### src/rtl/mem_pkg.sv
// Defaults and shared types for the unified instruction/data memory.
package mem_pkg;

  localparam int DEF_DATA_W    = 8;
  localparam int DEF_ADDR_W    = 8;
  localparam int DEF_DEPTH     = 256;
  localparam int DEF_DATA_BASE = 128;

  // Which requester owns the single array port this cycle.
  typedef enum logic [1:0] {
    SEL_NONE = 2'd0,
    SEL_I    = 2'd1,
    SEL_D    = 2'd2
  } port_sel_e;

endpackage

### src/rtl/mem_arb.sv
// Data-first arbiter for the shared array port. A streak counter caps how
// many data grants in a row may be given while a fetch is waiting.
module mem_arb
  import mem_pkg::*;
#(
  parameter int MAX_D_STREAK = 2
) (
  input  logic      clk,
  input  logic      rst_n,
  input  logic      i_req,
  input  logic      d_req,
  output logic      i_gnt,
  output logic      d_gnt,
  output port_sel_e sel
);

  localparam logic [2:0] STREAK_MAX = 3'(MAX_D_STREAK);

  logic [2:0] streak_q;
  logic [2:0] streak_d;

  // Grant selection; nothing is granted while reset is held.
  always_comb begin
    sel = SEL_NONE;
    if (!rst_n) begin
      sel = SEL_NONE;
    end else if (i_req && d_req) begin
      sel = (streak_q >= STREAK_MAX) ? SEL_I : SEL_D;
    end else if (d_req) begin
      sel = SEL_D;
    end else if (i_req) begin
      sel = SEL_I;
    end
  end

  assign i_gnt = (sel == SEL_I);
  assign d_gnt = (sel == SEL_D);

  // Streak counts data grants that overtook a waiting fetch.
  always_comb begin
    streak_d = streak_q;
    if (!i_req || i_gnt) begin
      streak_d = 3'd0;
    end else if (d_gnt && (streak_q < STREAK_MAX)) begin
      streak_d = streak_q + 3'd1;
    end
  end

  // Streak register.
  always_ff @(posedge clk or negedge rst_n) begin
    if (!rst_n) begin
      streak_q <= 3'd0;
    end else begin
      streak_q <= streak_d;
    end
  end

endmodule

### src/rtl/unified_mem_arb.sv
// Unified memory shared by fetch and load/store ports. Data accesses are
// offset into the upper data region and faulted when they fall past its end.
module unified_mem_arb
  import mem_pkg::*;
#(
  parameter int DATA_W       = DEF_DATA_W,
  parameter int ADDR_W       = DEF_ADDR_W,
  parameter int DEPTH        = DEF_DEPTH,
  parameter int DATA_BASE    = DEF_DATA_BASE,
  parameter int MAX_D_STREAK = 2
) (
  input  logic              clk,
  input  logic              rst_n,
  input  logic              i_req,
  input  logic [ADDR_W-1:0] i_addr,
  output logic              i_gnt,
  output logic              i_rvalid,
  output logic [DATA_W-1:0] i_rdata,
  input  logic              d_req,
  input  logic              d_we,
  input  logic [ADDR_W-1:0] d_addr,
  input  logic [DATA_W-1:0] d_wdata,
  output logic              d_gnt,
  output logic              d_rvalid,
  output logic [DATA_W-1:0] d_rdata,
  output logic              d_fault
);

  localparam logic [ADDR_W:0]   D_WORDS  = (ADDR_W+1)'(DEPTH - DATA_BASE);
  localparam logic [ADDR_W-1:0] BASE_OFS = ADDR_W'(DATA_BASE);

  port_sel_e sel;

  logic [DATA_W-1:0] mem [DEPTH];
  logic [DATA_W-1:0] rd_q;

  logic              d_legal;
  logic [ADDR_W-1:0] d_phys;
  logic [ADDR_W-1:0] mem_addr;
  logic              mem_we;
  logic              mem_re;

  logic              i_rvalid_q;
  logic              d_rvalid_q;
  logic              d_fault_q;
  logic [DATA_W-1:0] i_hold_q;
  logic [DATA_W-1:0] d_hold_q;

  mem_arb #(
    .MAX_D_STREAK(MAX_D_STREAK)
  ) u_arb (
    .clk  (clk),
    .rst_n(rst_n),
    .i_req(i_req),
    .d_req(d_req),
    .i_gnt(i_gnt),
    .d_gnt(d_gnt),
    .sel  (sel)
  );

  // Relocate data offsets; the range check is done before the add so an
  // overflowing offset can never alias into the instruction region.
  always_comb begin
    d_legal  = ({1'b0, d_addr} < D_WORDS);
    d_phys   = d_addr + BASE_OFS;
    mem_addr = (sel == SEL_I) ? i_addr : d_phys;
    mem_we   = d_gnt && d_we && d_legal;
    mem_re   = i_gnt || (d_gnt && !d_we && d_legal);
  end

  // Single-port array with registered read; contents are never reset.
  always_ff @(posedge clk) begin
    if (mem_we) begin
      mem[mem_addr] <= d_wdata;
    end
    if (mem_re) begin
      rd_q <= mem[mem_addr];
    end
  end

  // Response strobes: one-cycle pulses following the grant.
  always_ff @(posedge clk or negedge rst_n) begin
    if (!rst_n) begin
      i_rvalid_q <= 1'b0;
      d_rvalid_q <= 1'b0;
      d_fault_q  <= 1'b0;
    end else begin
      i_rvalid_q <= i_gnt;
      d_rvalid_q <= d_gnt && (!d_we || !d_legal);
      d_fault_q  <= d_gnt && !d_legal;
    end
  end

  // Remember the last presented read data so outputs hold between responses.
  always_ff @(posedge clk or negedge rst_n) begin
    if (!rst_n) begin
      i_hold_q <= '0;
      d_hold_q <= '0;
    end else begin
      if (i_rvalid_q) begin
        i_hold_q <= i_rdata;
      end
      if (d_rvalid_q) begin
        d_hold_q <= d_rdata;
      end
    end
  end

  // Output data: live array data on a response cycle, held value otherwise.
  always_comb begin
    i_rdata = i_rvalid_q ? rd_q : i_hold_q;
    if (d_rvalid_q) begin
      d_rdata = d_fault_q ? '0 : rd_q;
    end else begin
      d_rdata = d_hold_q;
    end
  end

  assign i_rvalid = i_rvalid_q;
  assign d_rvalid = d_rvalid_q;
  assign d_fault  = d_fault_q;

endmodule

### config.mk
export PLATFORM = sky130hd
export DESIGN_NAME = unified_mem_arb
export DESIGN_NICKNAME = d
export VERILOG_FILES = /design/src/rtl/mem_pkg.sv /design/src/rtl/mem_arb.sv /design/src/rtl/unified_mem_arb.sv
export SDC_FILE = /design/constraint.sdc
export NUM_CORES = 2
export LEC_CHECK = 0
export CAP_MARGIN = 15
export CELL_PAD_IN_SITES_DETAIL_PLACEMENT = 0
export CELL_PAD_IN_SITES_GLOBAL_PLACEMENT = 1
export CORE_UTILIZATION = 35
export DETAILED_ROUTE_END_ITERATION = 8
export PLACE_DENSITY_LB_ADDON = 0.25
export SETUP_SLACK_MARGIN = 0.5
export SLEW_MARGIN = 30
export SYNTH_ARGS = -nofsm -noshare
export SYNTH_HDL_FRONTEND = slang
export SYNTH_SLANG_ARGS = --single-unit
### constraint.sdc
create_clock -name clk -period 4.3 [get_ports clk]
set_clock_uncertainty 0.2 [all_clocks]
set_input_delay 0.645 -clock clk [delete_from_list [all_inputs] [get_ports clk]]
set_output_delay 0.645 -clock clk [all_outputs]
set_load 0.02 [all_outputs]
### After elaboration in Yosys (flattened, before gate mapping)

Memory sizes are Yosys's and may differ from the RTL's. A register that Yosys moved wholly into a read port is not among the register bits.
Index checks and enable logic that the tools add are counted.

| operators by class | value |
|---|---|
| $add $sub $neg | 2 |
| order comparisons | 3 |
| equality and inequality tests | 2 |
| muxes and demuxes | 13 |
| reductions and logical operators | 15 |

Operators by type and width:

| kind | number |
|---|---|
| 8-bit two-way mux | 4 |
| 8-bit adder (second input constant) | 1 |
| 1-bit logical AND | 8 |
| 8-bit < comparator (second input constant) | 1 |
| 2-bit two-way mux | 4 |
| 3-bit two-way mux | 2 |
| 3-bit by 1-bit adder with 3-bit output (second input constant) | 1 |
| 3-bit by 2-bit greater-or-equal comparator with 1-bit output (second input constant) | 1 |
| 1-bit zero test | 3 |
| 1-bit logical OR | 3 |
| 3-bit by 2-bit < comparator with 1-bit output (second input constant) | 1 |
| 1-bit two-way mux | 3 |
| 2-bit by 1-bit == test with 1-bit output (second input constant) | 1 |
| 2-bit == test (second input constant) | 1 |
| 2-bit nonzero test | 1 |

| word-level totals | value |
|---|---|
| register bits after elaboration | 22 |
| bits in writable memories | 2048 |
| input bits | 29 |
| output and inout bits | 21 |
| logic and storage cells | 42 |
| memories kept | 1 |

Memories:

| memory | depth | width | rd ports | clocked after Yosys merged registers in | write ports | line | source |
|---|---|---|---|---|---|---|---|
| mem | 256 | 8 | 1 | 1 | 1 | unified_mem_arb.sv:34 | `logic [DATA_W-1:0] mem [DEPTH];` |

### Depth between registers and ports, before layout

| depth | value |
|---|---|
| depth in word-level cells | 9 |
| mapped depth | 13 |
| gate-level depth less buffers | 10 |

### Cells and area by module

Synthesis repeated with hierarchy kept, for this count alone.

| unflattened totals | value |
|---|---|
| cells, all modules | 4204 |
| area, all modules | 76814.9 sq um |

Modules (own cells, without submodules):

| module | instances | cells each | area each (sq um) | seq. area each (sq um) |
|---|---|---|---|---|
| unified_mem_arb | 1 | 4179 | 76592.2 | 62214.7 |
| mem_arb | 1 | 25 | 222.7 | 75.1 |

### Least setup slack after synthesis

Ideal clock, no wire load.

| timing | value |
|---|---|
| path kind | reg-to-reg |
| start | register u_arb.streak_q[1] |
| end | memory mem[160][0] (netlist bit) (enable) |
| library setup time | 0.370 ns |
| data arrival time | 3.093 ns |
| required time | 3.730 ns |
| path slack | 0.637 ns |
| cell stages (with the launch flop) | 12 |
| buffers on the path | 5 |
| period minus slack after synthesis | 3.663 ns |
| cell sequence | dfrtp_1 ha_1 o311ai_4 buf_6 inv_2 clkbuf_1 buf_2 o21ai_1 clkbuf_1 nand2_1 clkbuf_1 nor2_1 |

| on the way | value |
|---|---|
| elaborated cells on any way between the ends | 11 |
| classes of those cells | order compare (1); eq/ne (2); mux (6); reduce/logical (2) |

RTL lines:

| element | line | source |
|---|---|---|
| start: declaration | mem_arb.sv:19 | `logic [2:0] streak_q;` |
| start signal: assignment | mem_arb.sv:54 | `streak_q <= streak_d;` |
| 3-bit by 2-bit greater-or-equal comparator with 1-bit output | mem_arb.sv:28 | `sel = (streak_q >= STREAK_MAX) ? SEL_I : SEL_D;` |
| 2-bit two-way mux | mem_arb.sv:28 |  |
| 2-bit two-way mux | mem_arb.sv:27 | `end else if (i_req && d_req) begin` |
| 2-bit two-way mux | mem_arb.sv:25 | `if (!rst_n) begin` |
| 2-bit by 1-bit == test with 1-bit output | - |  |
| via i_gnt | unified_mem_arb.sv:16 | `output logic i_gnt,` |
| 8-bit two-way mux | unified_mem_arb.sv:66 | `mem_addr = (sel == SEL_I) ? i_addr : d_phys;` |
| end: declaration | unified_mem_arb.sv:34 |  |

The timed path passes the listed nets, and every way through them passes these cells.

### Final worst setup path

| timing | value |
|---|---|
| start | register u_arb.streak_q[1] |
| end | register rd_q[7] (read register of mem), data pin |

| on the way | value |
|---|---|
| word-level cells in the longest chain between the ends | 8 |
| elaborated cells on any way between the ends | 10 |
| classes of those cells | order compare (1); eq/ne (2); mux (4); reduce/logical (3) |

RTL lines:

| element | line | source |
|---|---|---|
| 3-bit by 2-bit greater-or-equal comparator with 1-bit output * | mem_arb.sv:28 |  |
| 2-bit two-way mux * | mem_arb.sv:28 |  |
| 2-bit two-way mux * | mem_arb.sv:27 |  |
| 2-bit two-way mux * | mem_arb.sv:25 |  |
| 2-bit == test | mem_arb.sv:37 | `assign d_gnt = (sel == SEL_D);` |
| 1-bit logical AND (2 in series) | unified_mem_arb.sv:68 | `mem_re = i_gnt \|\| (d_gnt && !d_we && d_legal);` |
| 1-bit logical OR | unified_mem_arb.sv:68 |  |
| end: declaration | unified_mem_arb.sv:35 | `logic [DATA_W-1:0] rd_q;` |

Mark *: on every way between the ends. The rest lies on a longest branch, timed or not.
A chain may end at the register's enable or synchronous reset.

==> flow_metrics.py <==
metrics = {
    "run_status": {
        "run_status": "finished with violations",
        "violations": "negative setup slack",
    },
    "global_route": {
        "grtUsageTotal_pct": 18.9,
        "first_global_vias": 45560,
        "grt_antenna_before_repair": 7,
        "grt_start_max_net_pins": 137,
        "grt_pass1_wl_um": 311000,
        "grt.overflow.total": 0,
    },
    "logic_synthesis": {
        "synth_flop_cell": "edfxtp_1",
        "synth.avg_cell_area_um2": 17.5,
        "cell_with_the_most_instances_after_synthesis": "edfxtp_1",
        "post-synth-top-area-fraction_pct": 80.4,
        "proportion_of_synthesized_chip_area_in_sequential_cells_pct": 81.1,
        "synth.largest_area_cell": "edfxtp_1",
        "synth_seq_cells": 2078,
        "postSynth.asyncResetShare_pct": 1.06,
        "netlist_top_cells_area": "edfxtp_1, a22oi_1, a21oi_1",
        "synth_warnings": 0,
        "synth-edff-count": 2056,
        "post_syn_area_um2": 76800,
        "post_synth_num_cell_types": 47,
        "post_synth_inst_count": 4402,
        "synth_commonest_cells": "edfxtp_1, a22oi_1, a21oi_1",
    },
    "sta": {
        "layout_worst_path_cycle_share_pct": 100,
        "slew_headroom_pct": 35.3,
        "finalMaxSlewViolations": 0,
        "finalHoldViolations": 0,
        "setup_ws_ns": -0.00791,
        "grt_setup_unrepaired": "yes",
        "tightest_slew_ns": 0.971,
        "finalSetupViolations": 2,
        "fmax_mhz": 232,
        "layout_min_cycle_time_ns": 4.31,
    },
    "layout": {
        "multi_input_combinational_cell_area_um2": 18400,
        "final_layout_size_suffix_gt1_share_pct": 20.1,
        "num-nets-final": 6127,
        "final-seq-area_um2": 62300,
        "final_core_utilization_pct": 45.5,
        "area_delta_synth_final_pct": 29.0,
        "final.fill_count": 19111,
    },
    "clocking": {
        "tritoncts": "built",
        "cts_buffers": 216,
        "cts_root_buf": "clkbuf_16",
        "htreeDepth": 4,
        "latest_clock_arrival_within_the_worst_skew_pair_ns": 0.87,
        "cts_max_path_buffers": 3,
        "cts.sink_count": 2078,
        "clkTransAtPathRegs_ns": 0.06,
    },
    "power": {
        "p_per_area_nw_per_um2": 456,
        "peakVddDrop_v": 0.000308,
        "p_leak_nw": 34.3,
    },
    "critical_path": {
        "required_ns": 4.69,
        "critPathArrivalTime_ns": 4.70,
        "timing.critical_path.to_type": "flip-flop",
        "crit_path_max_fanout": 19,
        "critical_path_class": "reg -> reg",
        "r2r.worst_path.cells": 14,
        "worstSetupStartpointType": "flip-flop",
    },
    "place": {
        "final_weighted_congestion_in_routability_driven_placement": 0.836,
        "dp_worst_setup_slack_ns": -0.983,
        "total_half_perimeter_wirelength_after_legalization_and_detailed_placement_um": 129000,
        "buffers_added_on_ports": 49,
    },
    "drt": {
        "ant_nets": 0,
        "post-route-drc-count": 0,
        "iteration_0_drc_count_of_the_detailed_router": 4284,
        "drt_pre_antenna_iters": 5,
        "wirelength_per_cell_um": 23.5,
        "vias": 46188,
        "route.detailed.vias_per_inst": 5.06,
        "postRouteWirelength_um": 214000,
    },
    "min_path": {
        "whs_path_depth": 1,
        "holdCritPathClass": "in -> reg",
    },
    "die": {
        "chipWidth_um": 471,
        "fp.coreArea_um2": 218000,
        "fp.dieArea_um2": 221000,
        "initial_core_util_pct": 35.3,
        "ioPinCount": 50,
        "die_height_um": 471,
        "core_rows": 171,
    },
    "flow_run": {
        "cap_viol_max_count": 0,
    },
}
stage by stage:
stage / area [um2] / setup TNS, ns / hold slack (ns) / power (mW) / std cells
after global placement: 89800 / -38.11 / 0.286 / 27.0 / 8667
final: 99100 / -0.00973 / 0.0460 / 45.2 / 9134
after CTS: 98100 / 0 / 0.00624 / 45.5 / 9112
after detailed placement: 89800 / -32.55 / 0.294 / 27.0 / 8667
after floorplan: 80700 / 0 / 0.149 / 25.2 / 5425
after global routing: 99100 / -0.368 / 0.0354 / 46.7 / 9133
cell families (layout without fill, tap and decap cells):
kind of cell	Yosys count	after routing	share of synthesized area, %
buffers and inverters	330	1181	1.76
AO/OA/AOI/OAI	1722	1722	15.4
AND/OR/NAND/NOR	248	248	1.44
flip-flops	2078	2078	81.1
multiplexers	21	22	0.316
other	1	1027	0.00488
adder cells (fa/ha/maj)	2	2	0.0326
power by group:
part	internal, mW	switching, mW	leakage (nW)	total (mW)
clock network	10.4	7.86	3.37	18.3
registers	23.2	0.241	19.6	23.4
logic	1.30	2.19	11.4	3.49
total	34.9	10.3	34.3	45.2
timing repair:
item                       in CTS  in global routing
buffers inserted               33                 12
resized for setup             134                132
setup endpoints to repair     217                 24
hold buffers                    2                  0
gates cloned                   11                  7
pin swaps                      50                 54
hold endpoints to repair       71                  0
placed cells by master (no fill, tap or decap), types with 36 or more instances in the layout:
cell             count
clkbuf_16          225
nor2_1             155
a22oi_1            955
clkinv_2            36
a21oi_1            465
o41ai_2             70
clkdlybuf4s50_1     39
o41ai_1             50
buf_12             106
conb_1            1024
edfxtp_1          2056
buf_4              553
clkbuf_1            53
clkinv_1            50
a22oi_2             69
a21oi_2             48
flip-flops by register name, summed over array words and instances, names as in the netlist:
register,flops
d_rvalid,1
i_hold_q,8
rd_q,8
d_fault,1
mem,2048
d_hold_q,8
i_rvalid,1
u_arb.streak_q,3
worst paths after layout:
kind / startpoint / endpoint / slack [ns]
max: u_arb.streak_q[1]$_DFFE_PN0P_ / rd_q[7]$_DFFE_PP_ / -0.008
min: d_wdata[6] / mem[254][6]$_DFFE_PP_ / 0.05
max reg2reg: u_arb.streak_q[1]$_DFFE_PN0P_ / rd_q[7]$_DFFE_PP_ / -0.008
min reg2reg: i_hold_q[7]$_DFFE_PN0P_ / i_hold_q[7]$_DFFE_PN0P_ / 0.30
max in group asynchronous: rst_n / i_hold_q[5]$_DFFE_PN0P_ / 3.42
min in group asynchronous: rst_n / u_arb.streak_q[1]$_DFFE_PN0P_ / 0.18
layout make-up:
cell class | instances | area share [%]
multi-input combinational | 3018 | 18.6
antenna | 3 | 0.00757
sequential | 2078 | 62.9
tap | 2854 | 3.60
timing repair buffer | 764 | 7.90
inverter | 18 | 0.0682
clock buffer | 278 | 5.80
clock inverter | 121 | 1.19
layer usage:
layer	up-vias	share of wire, %	GRT usage (%)
li1	20794	-	-
met1	23865	45	26.7
met2	1248	48	30.5
met3	281	5.4	2.77
met4	0	2.2	5.07
met5	-	0	0
worst max-delay path, stage by stage (launching register included):
cell and delay, ns:
dfrtp_1 0.42, ha_4 0.19, o311ai_4 0.28, buf_12 0.18, mux2_8 0.45, buf_6 0.18, buf_4 0.16, clkbuf_16 0.20
a22oi_1 0.16, a21oi_1 0.10, o41ai_2 0.40, buf_4 0.21, a41oi_4 0.19, buf_6 0.18, or4_4 0.51
No activity file was read; power rests on OpenSTA's default activity.
